File: src/rtl/engine_sched_if.sv
// Requester/scheduler handshake bundle for engine_sched: per-thread request, ack and done,
// per-core start/seq strobes, plus the global enable and idle status.
interface engine_sched_if #(
    parameter int unsigned N_CORES   = 3,
    parameter int unsigned N_THREADS = 2 * N_CORES
);
    logic                 en;
    logic [N_THREADS-1:0] thread_req;
    logic [N_THREADS-1:0] thread_ack;
    logic [N_THREADS-1:0] thread_done;
    logic [N_CORES-1:0]   core_start;
    logic [N_CORES-1:0]   core_seq;
    logic                 idle;

    modport master (
        output en, thread_req,
        input  thread_ack, thread_done, core_start, core_seq, idle
    );

    modport slave (
        input  en, thread_req,
        output thread_ack, thread_done, core_start, core_seq, idle
    );
endinterface

File: src/rtl/engine_sched.sv
// Fixed-slot start scheduler for two-thread SHA-256 cores: one start slot per thread per frame,
// issued only on request, with completion reported exactly one frame after each start.
module engine_sched #(
    parameter int unsigned N_CORES       = 3,
    parameter int unsigned N_THREADS     = 2 * N_CORES,
    parameter int unsigned FRAME         = 144,
    parameter int unsigned COMP_INTERVAL = FRAME / N_THREADS
) (
    input logic           CLK,
    input logic           reset,
    engine_sched_if.slave bus
);
    logic [7:0]           r_cnt;
    logic [N_THREADS-1:0] r_busy;
    logic [N_THREADS-1:0] r_ack;
    logic [N_THREADS-1:0] r_done;
    logic [N_CORES-1:0]   r_start;
    logic [N_CORES-1:0]   r_seq;
    logic                 r_idle;

    logic [7:0]           w_cnt_nxt;
    logic [N_THREADS-1:0] w_hit;
    logic [N_THREADS-1:0] w_go;
    logic [N_THREADS-1:0] w_fin;
    logic [N_THREADS-1:0] w_busy_nxt;
    logic [N_CORES-1:0]   w_start_nxt;
    logic [N_CORES-1:0]   w_seq_nxt;

    function automatic logic [7:0] slot_of(input int unsigned c, input int unsigned s);
        int unsigned v;
        v = s * (FRAME / 2) + c * COMP_INTERVAL;
        return v[7:0];
    endfunction

    always_comb begin
        w_cnt_nxt   = (r_cnt == 8'(FRAME - 1)) ? '0 : r_cnt + 8'd1;
        w_hit       = '0;
        w_go        = '0;
        w_fin       = '0;
        w_busy_nxt  = r_busy;
        w_start_nxt = '0;
        w_seq_nxt   = r_seq;
        for (int unsigned c = 0; c < N_CORES; c++) begin
            for (int unsigned s = 0; s < 2; s++) begin
                // A thread's own slot always ends its previous run; a new start may re-arm it.
                w_hit[s*N_CORES+c]      = (r_cnt == slot_of(c, s));
                w_fin[s*N_CORES+c]      = w_hit[s*N_CORES+c] & r_busy[s*N_CORES+c];
                w_go[s*N_CORES+c]       = w_hit[s*N_CORES+c] & bus.thread_req[s*N_CORES+c] & bus.en;
                if (w_hit[s*N_CORES+c]) begin
                    w_busy_nxt[s*N_CORES+c] = w_go[s*N_CORES+c];
                end
                if (w_go[s*N_CORES+c]) begin
                    w_start_nxt[c] = 1'b1;
                    w_seq_nxt[c]   = (s != 0);
                end
            end
        end
    end

    always_ff @(posedge CLK) begin
        if (reset) begin
            r_cnt   <= '0;
            r_busy  <= '0;
            r_ack   <= '0;
            r_done  <= '0;
            r_start <= '0;
            r_seq   <= '0;
            r_idle  <= 1'b1;
        end else begin
            r_cnt   <= w_cnt_nxt;
            r_busy  <= w_busy_nxt;
            r_ack   <= w_go;
            r_done  <= w_fin;
            r_start <= w_start_nxt;
            r_seq   <= w_seq_nxt;
            r_idle  <= ~|r_busy;
        end
    end

    assign bus.thread_ack  = r_ack;
    assign bus.thread_done = r_done;
    assign bus.core_start  = r_start;
    assign bus.core_seq    = r_seq;
    assign bus.idle        = r_idle;
endmodule

File: src/flat_wrapper.sv
// flat-port wrapper written by rule: the top's interface ports become plain ports
module engine_sched_flat 
#(
    parameter int unsigned N_CORES       = 3,
    parameter int unsigned N_THREADS     = 2 * N_CORES,
    parameter int unsigned FRAME         = 144,
    parameter int unsigned COMP_INTERVAL = FRAME / N_THREADS
)
  (CLK, reset, bus_en, bus_thread_req, bus_thread_ack, bus_thread_done, bus_core_start, bus_core_seq, bus_idle);
  engine_sched_if #(.N_CORES(N_CORES), .N_THREADS(N_THREADS)) bus_i ();
  input logic CLK;
  input logic reset;
  input wire logic [$bits(bus_i.en)-1:0] bus_en;
  input wire logic [$bits(bus_i.thread_req)-1:0] bus_thread_req;
  output wire logic [$bits(bus_i.thread_ack)-1:0] bus_thread_ack;
  output wire logic [$bits(bus_i.thread_done)-1:0] bus_thread_done;
  output wire logic [$bits(bus_i.core_start)-1:0] bus_core_start;
  output wire logic [$bits(bus_i.core_seq)-1:0] bus_core_seq;
  output wire logic [$bits(bus_i.idle)-1:0] bus_idle;
  assign bus_i.en = bus_en;
  assign bus_i.thread_req = bus_thread_req;
  assign bus_thread_ack = bus_i.thread_ack;
  assign bus_thread_done = bus_i.thread_done;
  assign bus_core_start = bus_i.core_start;
  assign bus_core_seq = bus_i.core_seq;
  assign bus_idle = bus_i.idle;
  engine_sched #(.N_CORES(N_CORES), .N_THREADS(N_THREADS), .FRAME(FRAME), .COMP_INTERVAL(COMP_INTERVAL)) u_core (.CLK(CLK), .reset(reset), .bus(bus_i));
endmodule
File: config.mk
export PLATFORM = sky130hd
export DESIGN_NAME = engine_sched_flat
export DESIGN_NICKNAME = d
export VERILOG_FILES = /design/src/rtl/engine_sched_if.sv /design/src/rtl/engine_sched.sv /design/src/flat_wrapper.sv
export SDC_FILE = /design/constraint.sdc
export NUM_CORES = 1
export LEC_CHECK = 0
export ABC_CLOCK_PERIOD_IN_PS = 2100
export CORE_MARGIN = 4
export CORE_UTILIZATION = 30
export CTS_CLUSTER_DIAMETER = 150
export CTS_CLUSTER_SIZE = 10
export DETAILED_ROUTE_END_ITERATION = 16
export GPL_TIMING_DRIVEN = 0
export HOLD_SLACK_MARGIN = 0.08
export PLACE_DENSITY = 0.51
export SYNTH_ARGS = -nofsm -noshare
export SYNTH_HDL_FRONTEND = slang
export SYNTH_SLANG_ARGS = --single-unit
export TNS_END_PERCENT = 10
File: constraint.sdc
create_clock -name CLK -period 2.1 [get_ports CLK]
set_clock_uncertainty 0.2 [all_clocks]
set_input_delay 0.42 -clock CLK [delete_from_list [all_inputs] [get_ports CLK]]
set_output_delay 0.42 -clock CLK [all_outputs]
set_load 0.01 [all_outputs]
### After elaboration in Yosys (flattened, before gate mapping)

Cells that the tools add are included.

| storage, ports and cells | value |
|---|---|
| register bits after elaboration | 33 |
| input bits | 9 |
| output and inout bits | 19 |
| word-level logic and storage cells | 58 |

| operators by class | value |
|---|---|
| add/subtract/negate cells | 1 |
| eq/ne operators | 6 |
| muxes and demuxes | 12 |
| bitwise gates (word level) | 18 |
| reduce and logical (&&, ||, !) cells | 7 |

Operator list:

| kind | number |
|---|---|
| $eq 8x7->1 const B | 3 |
| $and 1x1->1 | 18 |
| $mux 1 | 12 |
| $add 8x1->8 const B | 1 |
| $eq 8x5->1 const B | 1 |
| $eq 8x6->1 const B | 1 |
| $eq 8x8->1 const B | 1 |
| $logic_not 8->1 | 1 |
| $reduce_bool 2->1 | 3 |
| $reduce_or 6->1 | 1 |
| $reduce_or 2->1 | 1 |
| $logic_not 1->1 | 1 |

### Depth between registers and ports, before layout

Gate-level depths: netlist of the first run.

| depth | value |
|---|---|
| depth after elaboration | 5 |
| depth in mapped cells | 6 |
| depth with buffers taken out | 6 |

### Worst setup path before layout of the first run

No wires, ideal clock.

| timing path | value |
|---|---|
| kind | register to register |
| from | register u_core.r_cnt[0] |
| to | register u_core.r_seq[1] (netlist: u_core.bus.core_seq[1]) |
| setup time | 114 ps |
| arrival | 1,753 ps |
| required time | 1,786 ps |
| slack | 33 ps |
| cell stages (with the launch flop) | 7 |
| path buffers | 1 |
| cells stage by stage | dfxtp_1 inv_1 ha_1 or4b_4 buf_6 or4_4 a21bo_1 |

| on the way | value |
|---|---|
| word-level cells in the longest chain between the ends | 4 |

Ends and longest elaborated chain:

| what | line | RTL |
|---|---|---|
| from (decl) | engine_sched.sv:13 | `logic [7:0] r_cnt;` |
| from (signal assigned) | engine_sched.sv:70 | `r_cnt <= w_cnt_nxt;` |
| $eq 8x7->1 or $eq 8x5->1 (tied branches) | engine_sched.sv:46 | `w_hit[s*N_CORES+c] = (r_cnt == slot_of(c, s));` |
| $and 1x1->1 (2 in series) | engine_sched.sv:48 | `w_go[s*N_CORES+c] = w_hit[s*N_CORES+c] & bus.thread_req[s*N_CORES+c] & bus.en;` |
| $mux 1 or $reduce_bool 2->1 (tied branches) | -- |  |
| to (signal assigned) | engine_sched.sv:75 | `r_seq <= w_seq_nxt;` |
| to (decl) | engine_sched.sv:18 | `logic [N_CORES-1:0] r_seq;` |

Several ways; a longest one is shown, not always the timed one.
A chain may end at the register's enable or synchronous reset.

### Final worst setup path of the first run

| timing path | value |
|---|---|
| from | register u_core.r_cnt[0] |
| to | register u_core.r_seq[2] (netlist: u_core.bus.core_seq[2]) |

| on the way | value |
|---|---|
| word-level cells in the longest chain between the ends | 4 |

Ends and longest elaborated chain:

| what | line |
|---|---|
| $eq 8x7->1 or $eq 8x6->1 (tied branches) | engine_sched.sv:46 |
| $and 1x1->1 (2 in series) | engine_sched.sv:48 |
| $mux 1 or $reduce_bool 2->1 (tied branches) | -- |

Several ways; a longest one is shown, not always the timed one.

==> impl_results.md, run 1 <==
- Status: complete, but fails checks
- Failing checks: setup timing
- Final WS setup: -0.007464 ns
- Cts bufs inserted: 5
- CP endpoint kind: flop
- RSZ-0062 raised after global routing: true
- WP data arrival: 2.09 ns
- Worst EP required: 2.08 ns
- First drt pass iteration count: 4
- Post-Syn Area per Cell: 9.530 um^2
- Worst-path clk slew: 0.07 ns
- Placed wire-length estimate: ~2100 um
- Crit path max fanout: 4
- Top FF cell, synth: dfxtp_1
- H-tree depth: 2
- Clock buffer depth: 2
- Starting Density: 31.24%
- CP max stage delay: between 0.4 and 0.5 ns
- Critical-path top delay cell: or4b_4
- Final design utilization: 43.20%
- Pins Over Slew Limit: 0
- Syn Std Cell Area: 1267 um^2
- Pwr Total: 0.001213 W
- FP Rows: 23
- Crit-path cells: inv_2, ha_4, or4b_4, buf_4, or4_1, a31o_2
- Hold Path Class: primary input to flop
- Slew margin rel.: 56.88%
- CTS Hold Bufs: 0
- Fin crit period: between 2 and 2.5 ns
- CP bufs+invs: 2
- GRT Util Overall: 12.33%
- Smallest hold slack: 0.2389 ns
- Slew @ Worst Pin: 0.6398 ns
- Non-filler instance count after layout: between 200 and 250
- Vias in the first global route: 1036
- Peak VDD IR: 0.0003228 V
- CTS tree: built
- Net count after synthesis: 144
- Yosys reg bits: 33
- Share of layout cells above drive strength 1: 19.88%
- Die Width: approximately 73 um
- Global-route wire length before repair: 4988 um
- Commonest non-fill, non-tap cell in the layout: dfxtp_1
- Routed length per instance: 12.94 um
- Critical path type: flop to flop
- Residual DRC: 0
- Crit start category: flop
- Port bufs: 26
- Lkg Pwr: 0.7100 nW
- Final period utilization: 100.4%
- EDFF count, synth: 0
- Largest delay share family, worst path: simple AND/OR/NAND/NOR gates
- Area grow syn2layout: 38.30%
- Core area: 4058 um^2
- Ys async rst share: 0%
- Worst r2r src: u_core.r_cnt[0]
- Vias: 1079
- Commonest non-fill, non-tap cells in the layout: dfxtp_1 (31), clkdlybuf4s50_1 (26), nand2_1 (15), inv_1 (12), nor2_1 (8)
- Fmax: 0.4745 GHz
- FF/Latch Area: 663.1 um^2
- DRT antenna net count: 0
- Final setup vio count: 2
- Multi-input logic area: roughly 550 um^2
- Clk Latency, worst-skew pair: around 0.28 ns
- Largest net degree at the start of global routing: 12
- Die Area: roughly 5300 um^2
- Mapped Cells: 133
- FILL cells: 411
- Largest cells by area after synthesis: dfxtp_1 (52%), nand2_1 (4.4%), or4_4 (4.4%)
- Initial antenna violation count: 0
- Final Hold Vio Count: 0
- Post-synth top area share: 52.12%
- Final nets: 181
- Clk sink count: 33
- Ant diodes: 0
- Yosys Warn Count: 0
- Max-cap violations: 0
- Die span in y: 73 um
- Clock root buffer: clkbuf_8
- CP Launch Point: u_core.r_cnt[0]
- I/O pins: 28
- Yosys top cell by area: dfxtp_1
- Power Density: 692.0 nW/um^2
- Seq/Total Area, Yosys: 52.12%
- Vias per cell: 4.882
- Routability-driven placement congestion ratio: 0.8016
- DRT iter0 DRCs: 74
- Worst hold start: reset
- Gr ovfl total: 0
- Final wirelength: ~2900 um
- Distinct cells, synth: 36
- Placed cell count: between 200 and 250
[stage by stage]
| stage | setup WS, ns | instance area [um^2] | TNS (ns) |
|---|---|---|---|
| 6_report | -0.007464 | 1753 | -0.01105 |
| 5_1_grt | -0.06932 | 1753 | -0.1257 |
| 4_1_cts | -0.06441 | 1690 | -0.06441 |
| 3_5_place_dp | -0.1302 | 1590 | -1.004 |
| 3_3_place_gp | -0.1703 | 1590 | -1.226 |
| 2_1_floorplan | 0.03273 | 1267 | 0 |
[final cells by class]
cell class	count	share of cell area, %
sequential	33	37.83
clock inverter	3	0.9993
buffer	5	1.999
multi-input combinational	81	31.12
tap	50	3.569
inverter	14	2.998
clock buffer	5	3.926
timing repair buffer	30	17.56
[sequential cells by signal, summed over array words and instances, names as in the netlist]
name and flops:
u_core.bus.core_seq 3, u_core.bus.core_start 3, u_core.bus.idle 1, u_core.bus.thread_ack 6
u_core.bus.thread_done 6, u_core.r_busy 6, u_core.r_cnt 8
[cell families after synthesis]
family | share of synthesized area, %
flops | 52.12
simple gates | 27.34
xor+xnor | 2.073
compound gates | 9.872
fa+ha+maj | 1.974
buf+inv | 6.614
[synth_stat cells (2+ instances only)]
cell      number
xor2_1         2
or4_1          2
o21ai_0        5
nor2_1         8
nand2_1       15
ha_1           2
nand3_1        3
nand4_1        2
or4_4          5
a31o_2         2
a21oi_1        4
dfxtp_1       33
inv_1         14
nand2b_1       2
nor4_1         5
clkbuf_1       2
o31ai_1        3
or2_2          2
nor3_1         2
or3_1          2
nor2b_1        3
[timing repair]
item,CTS,global route
gates resized for setup,4,6
pin swaps,2,0
setup endpoints to repair,17,11
setup buffers,0,3
gates cloned,0,1
[per-layer routing]
layer / part of all wire (%) / track usage [%]
met3: 7.2 / 3.168
met5: 0 / 0
met4: 3.0 / 7.787
met2: 47 / 18.77
met1: 43 / 15.37
[path summary, 6_finish.rpt]
path                                 end  slack, ns  depth (start not counted)
setup / recovery  u_core.bus.core_seq[2]     -0.007                          6
setup reg to reg  u_core.bus.core_seq[2]     -0.007                          6
hold reg to reg          u_core.r_cnt[0]       0.24                          1
hold / removal          u_core.r_busy[1]       0.24                          2
[power breakdown]
part / internal, W / leakage, nW / switching (W)
Combinational: 0.0000656 / 0.399 / 0.0000447
Clock: 0.000228 / 0.0439 / 0.000233
Sequential: 0.000635 / 0.267 / 0.00000659
(Power assumes the default switching activity.)
==> run 2: changes to the inputs <==
--- a/config.mk
+++ b/config.mk
@@ -6,7 +6,6 @@
 export NUM_CORES = 1
 export LEC_CHECK = 0
 export ABC_CLOCK_PERIOD_IN_PS = 2100
-export CORE_MARGIN = 4
 export CORE_UTILIZATION = 30
 export CTS_CLUSTER_DIAMETER = 150
 export CTS_CLUSTER_SIZE = 10
==> run 2 against run 1 <==
  * Cell area decreased by 1.2%
  * Clock-buffer cell count grew 1
  * Non-clock buffer count decreased by 1
  * Routed wire length fell by 3.5%
  * Sequential power about the same
  * Global-route usage increased by 1.1 points
  * Die area is 16% lower
  * Highest routed layer unchanged
  * The flow still finishes with violations (setup timing)
  * Setup slack hardly changed
==> impl_results.md, run 2 (synthesis gave the netlist of run 1 again) <==
- Status: complete, but fails checks
- Failing checks: setup timing
- Port bufs: 26 (unchanged)
- Clk sink count: 33 (unchanged)
- Worst r2r src: u_core.r_cnt[1]
- Vias: 1047 (-3.0%)
- Global-route wire length before repair: 4326 um (-13%)
- Die Area: 4489 um^2 (-16%)
- CP endpoint kind: flop
- Routed length per instance: 12.54 um (-3.1%)
- Clk Latency, worst-skew pair: 0.29 ns (about the same)
- FP Rows: 23 (unchanged)
- I/O pins: 28 (unchanged)
- Fmax: 0.4746 GHz (about the same)
- Setup TNS: -0.006982 ns (+0.004070 ns)
- Worst Hold Endpoint: u_core.r_cnt[0]
- Top reg by flops: u_core.r_cnt
- Crit start category: flop
- Initial antenna violation count: 0 (unchanged)
- RSZ-0062 raised after global routing: true
- Final wirelength: 2759 um (-3.5%)
- Slew margin rel.: 65.24% (+8.4 points)
- Clock root buffer: clkbuf_8
- Final nets: 180 (-0.55%)
- Worst hold path stage count: 1 (-1)
- DRT iter0 DRCs: 54 (-27%)
- Residual DRC: 0 (unchanged)
- Fin crit period: 2.107 ns (-0.0004818 ns)
- Peak VDD IR: 0.0003338 V (+3.4%)
- Worst EP required: 2.08 ns (about the same)
- Lkg Pwr: 0.6971 nW (-1.8%)
- Power Density: 683.4 nW/um^2 (-1.2%)
- Commonest non-fill, non-tap cell in the layout: dfxtp_1
- R2R cell count: 6 (unchanged)
- WP data arrival: 2.09 ns (about the same)
- Placed cell count: 209 (unchanged)
- CTS tree: built
- GRT Util Overall: 13.48% (+1.1 points)
- Final setup vio count: 1 (-1)
- Cts bufs inserted: 5 (unchanged)
- Routability-driven placement congestion ratio: 0.7212 (-10%)
- Clock buffer depth: 2 (unchanged)
- Max reg flops: 8 (unchanged)
- Crit path max fanout: 8 (+4)
- Share of layout cells above drive strength 1: 18.82% (-1.1 points)
- Die span in y: 67 um (-8.2%)
- DRT antenna net count: 0 (unchanged)
- Area grow syn2layout: 36.62%
- Worst R2R Setup Slack: -0.007 ns (about the same)
- First drt pass iteration count: 4 (unchanged)
- Largest net degree at the start of global routing: 11 (-1)
- Vias per cell: 4.759 (-2.5%)
- Final design utilization: 42.98% (-0.22 points)
- Final WS setup: -0.006982 ns (+0.0004818 ns)
- CP max stage delay: 0.48 ns (about the same)
- Core area: 4029 um^2 (-0.71%)
- Crit-path cells: inv_2, ha_4, or4b_4, buf_6, or4_4, a21bo_1
- Gr ovfl total: 0 (unchanged)
- Pins Over Slew Limit: 0 (unchanged)
- Slew @ Worst Pin: 0.5196 ns (-0.1203 ns)
- Hold Path Class: flop to flop
- Max-cap violations: 0 (unchanged)
- Starting Density: 31.46% (+0.22 points)
- Worst-path clk slew: 0.07 ns (about the same)
- Non-filler instance count after layout: 220 (-0.45%)
- Critical-path top delay cell: or4_4
- H-tree depth: 2 (unchanged)
- Critical R2R Capture: u_core.bus.core_seq[1]
- Placed wire-length estimate: 1997 um (-3.5%)
- Commonest non-fill, non-tap cells in the layout: dfxtp_1 (31), clkdlybuf4s50_1 (26), nand2_1 (15), inv_1 (12), nor2_1 (8)
- Die Width: 67 um (-8.2%)
- Critical path type: flop to flop
- Final period utilization: 100.3% (about the same)
- Final Hold Vio Count: 0 (unchanged)
- Worst hold start: u_core.r_cnt[0]
- Vias in the first global route: 979 (-5.5%)
- Ant diodes: 0 (unchanged)
## run 2: area by class of cell
class                           instances  area [um^2]
Inverter                               14        52.55
Timing Repair Buffer                   29        282.8
Sequential cell                        33        663.1
Clock buffer                            6        72.57
Clock inverter                          2        10.01
Fill cell                             398         2297
Buffer                                  5        31.28
Tap cell                               50        62.56
Multi-Input combinational cell         81        556.8
## run 2: power by group
group          leakage (nW)  total [W]  internal, W  switching [W]
combinational         0.385  0.0000928    0.0000509      0.0000419
clock                0.0450   0.000449     0.000229       0.000220
sequential            0.267   0.000642     0.000635     0.00000623
total                 0.697    0.00118     0.000915       0.000268
## run 2: per-layer routing
metal / wire length (um) / GRT usage [%] / part of all wire [%] / vias to the layer above
li1: - / - / - / 532
met1: 1226 / 15.13 / 44 / 491
met2: 1383 / 22.75 / 50 / 17
met3: 89 / 3.596 / 3.2 / 7
met4: 60 / 7.447 / 2.2 / 0
met5: 0 / 0 / 0 / -
## run 2: worst max-delay path by stage
stage                                from  slack (ns)                endpoint
final                     u_core.r_cnt[1]      -0.007  u_core.bus.core_seq[1]
after global routing      u_core.r_cnt[1]       -0.04  u_core.bus.core_seq[1]
after global placement    u_core.r_cnt[4]       -0.12         u_core.r_cnt[4]
after detailed placement  u_core.r_cnt[4]       -0.24         u_core.r_cnt[3]
after CTS                 u_core.r_cnt[0]       -0.07  u_core.bus.core_seq[1]
after floorplan           u_core.r_cnt[0]        0.03  u_core.bus.core_seq[1]
## run 2: critical path: cells and delay by family (launching register included)
family / cells / cell delay [ns]
compound gates: 1 / 0.18
fa+ha+maj: 1 / 0.12
buf+inv: 2 / 0.23
flops: 1 / 0.33
simple gates: 2 / 0.95
## run 2: metrics by stage
stage	area (um^2)	setup slack [ns]	power [W]	hold WS, ns
global route	1732	-0.04019	0.001230	0.2361
CTS	1684	-0.06558	0.001180	0.2346
global placement	1590	-0.1221	0.0007291	0.2366
detailed placement	1590	-0.2395	0.0007318	0.2359
finish	1732	-0.006982	0.001183	0.2237
floorplan	1267	0.03273	0.0006989	0.2174
## run 2: repair_timing
action | 4_1_cts | 5_1_grt
pin swaps | 0 | 2
gates resized for setup | 3 | 6
hold buffers | 0 | 0
hold endpoints to repair | 0 | 0
setup endpoints to repair | 14 | 12
setup buffers | 0 | 3
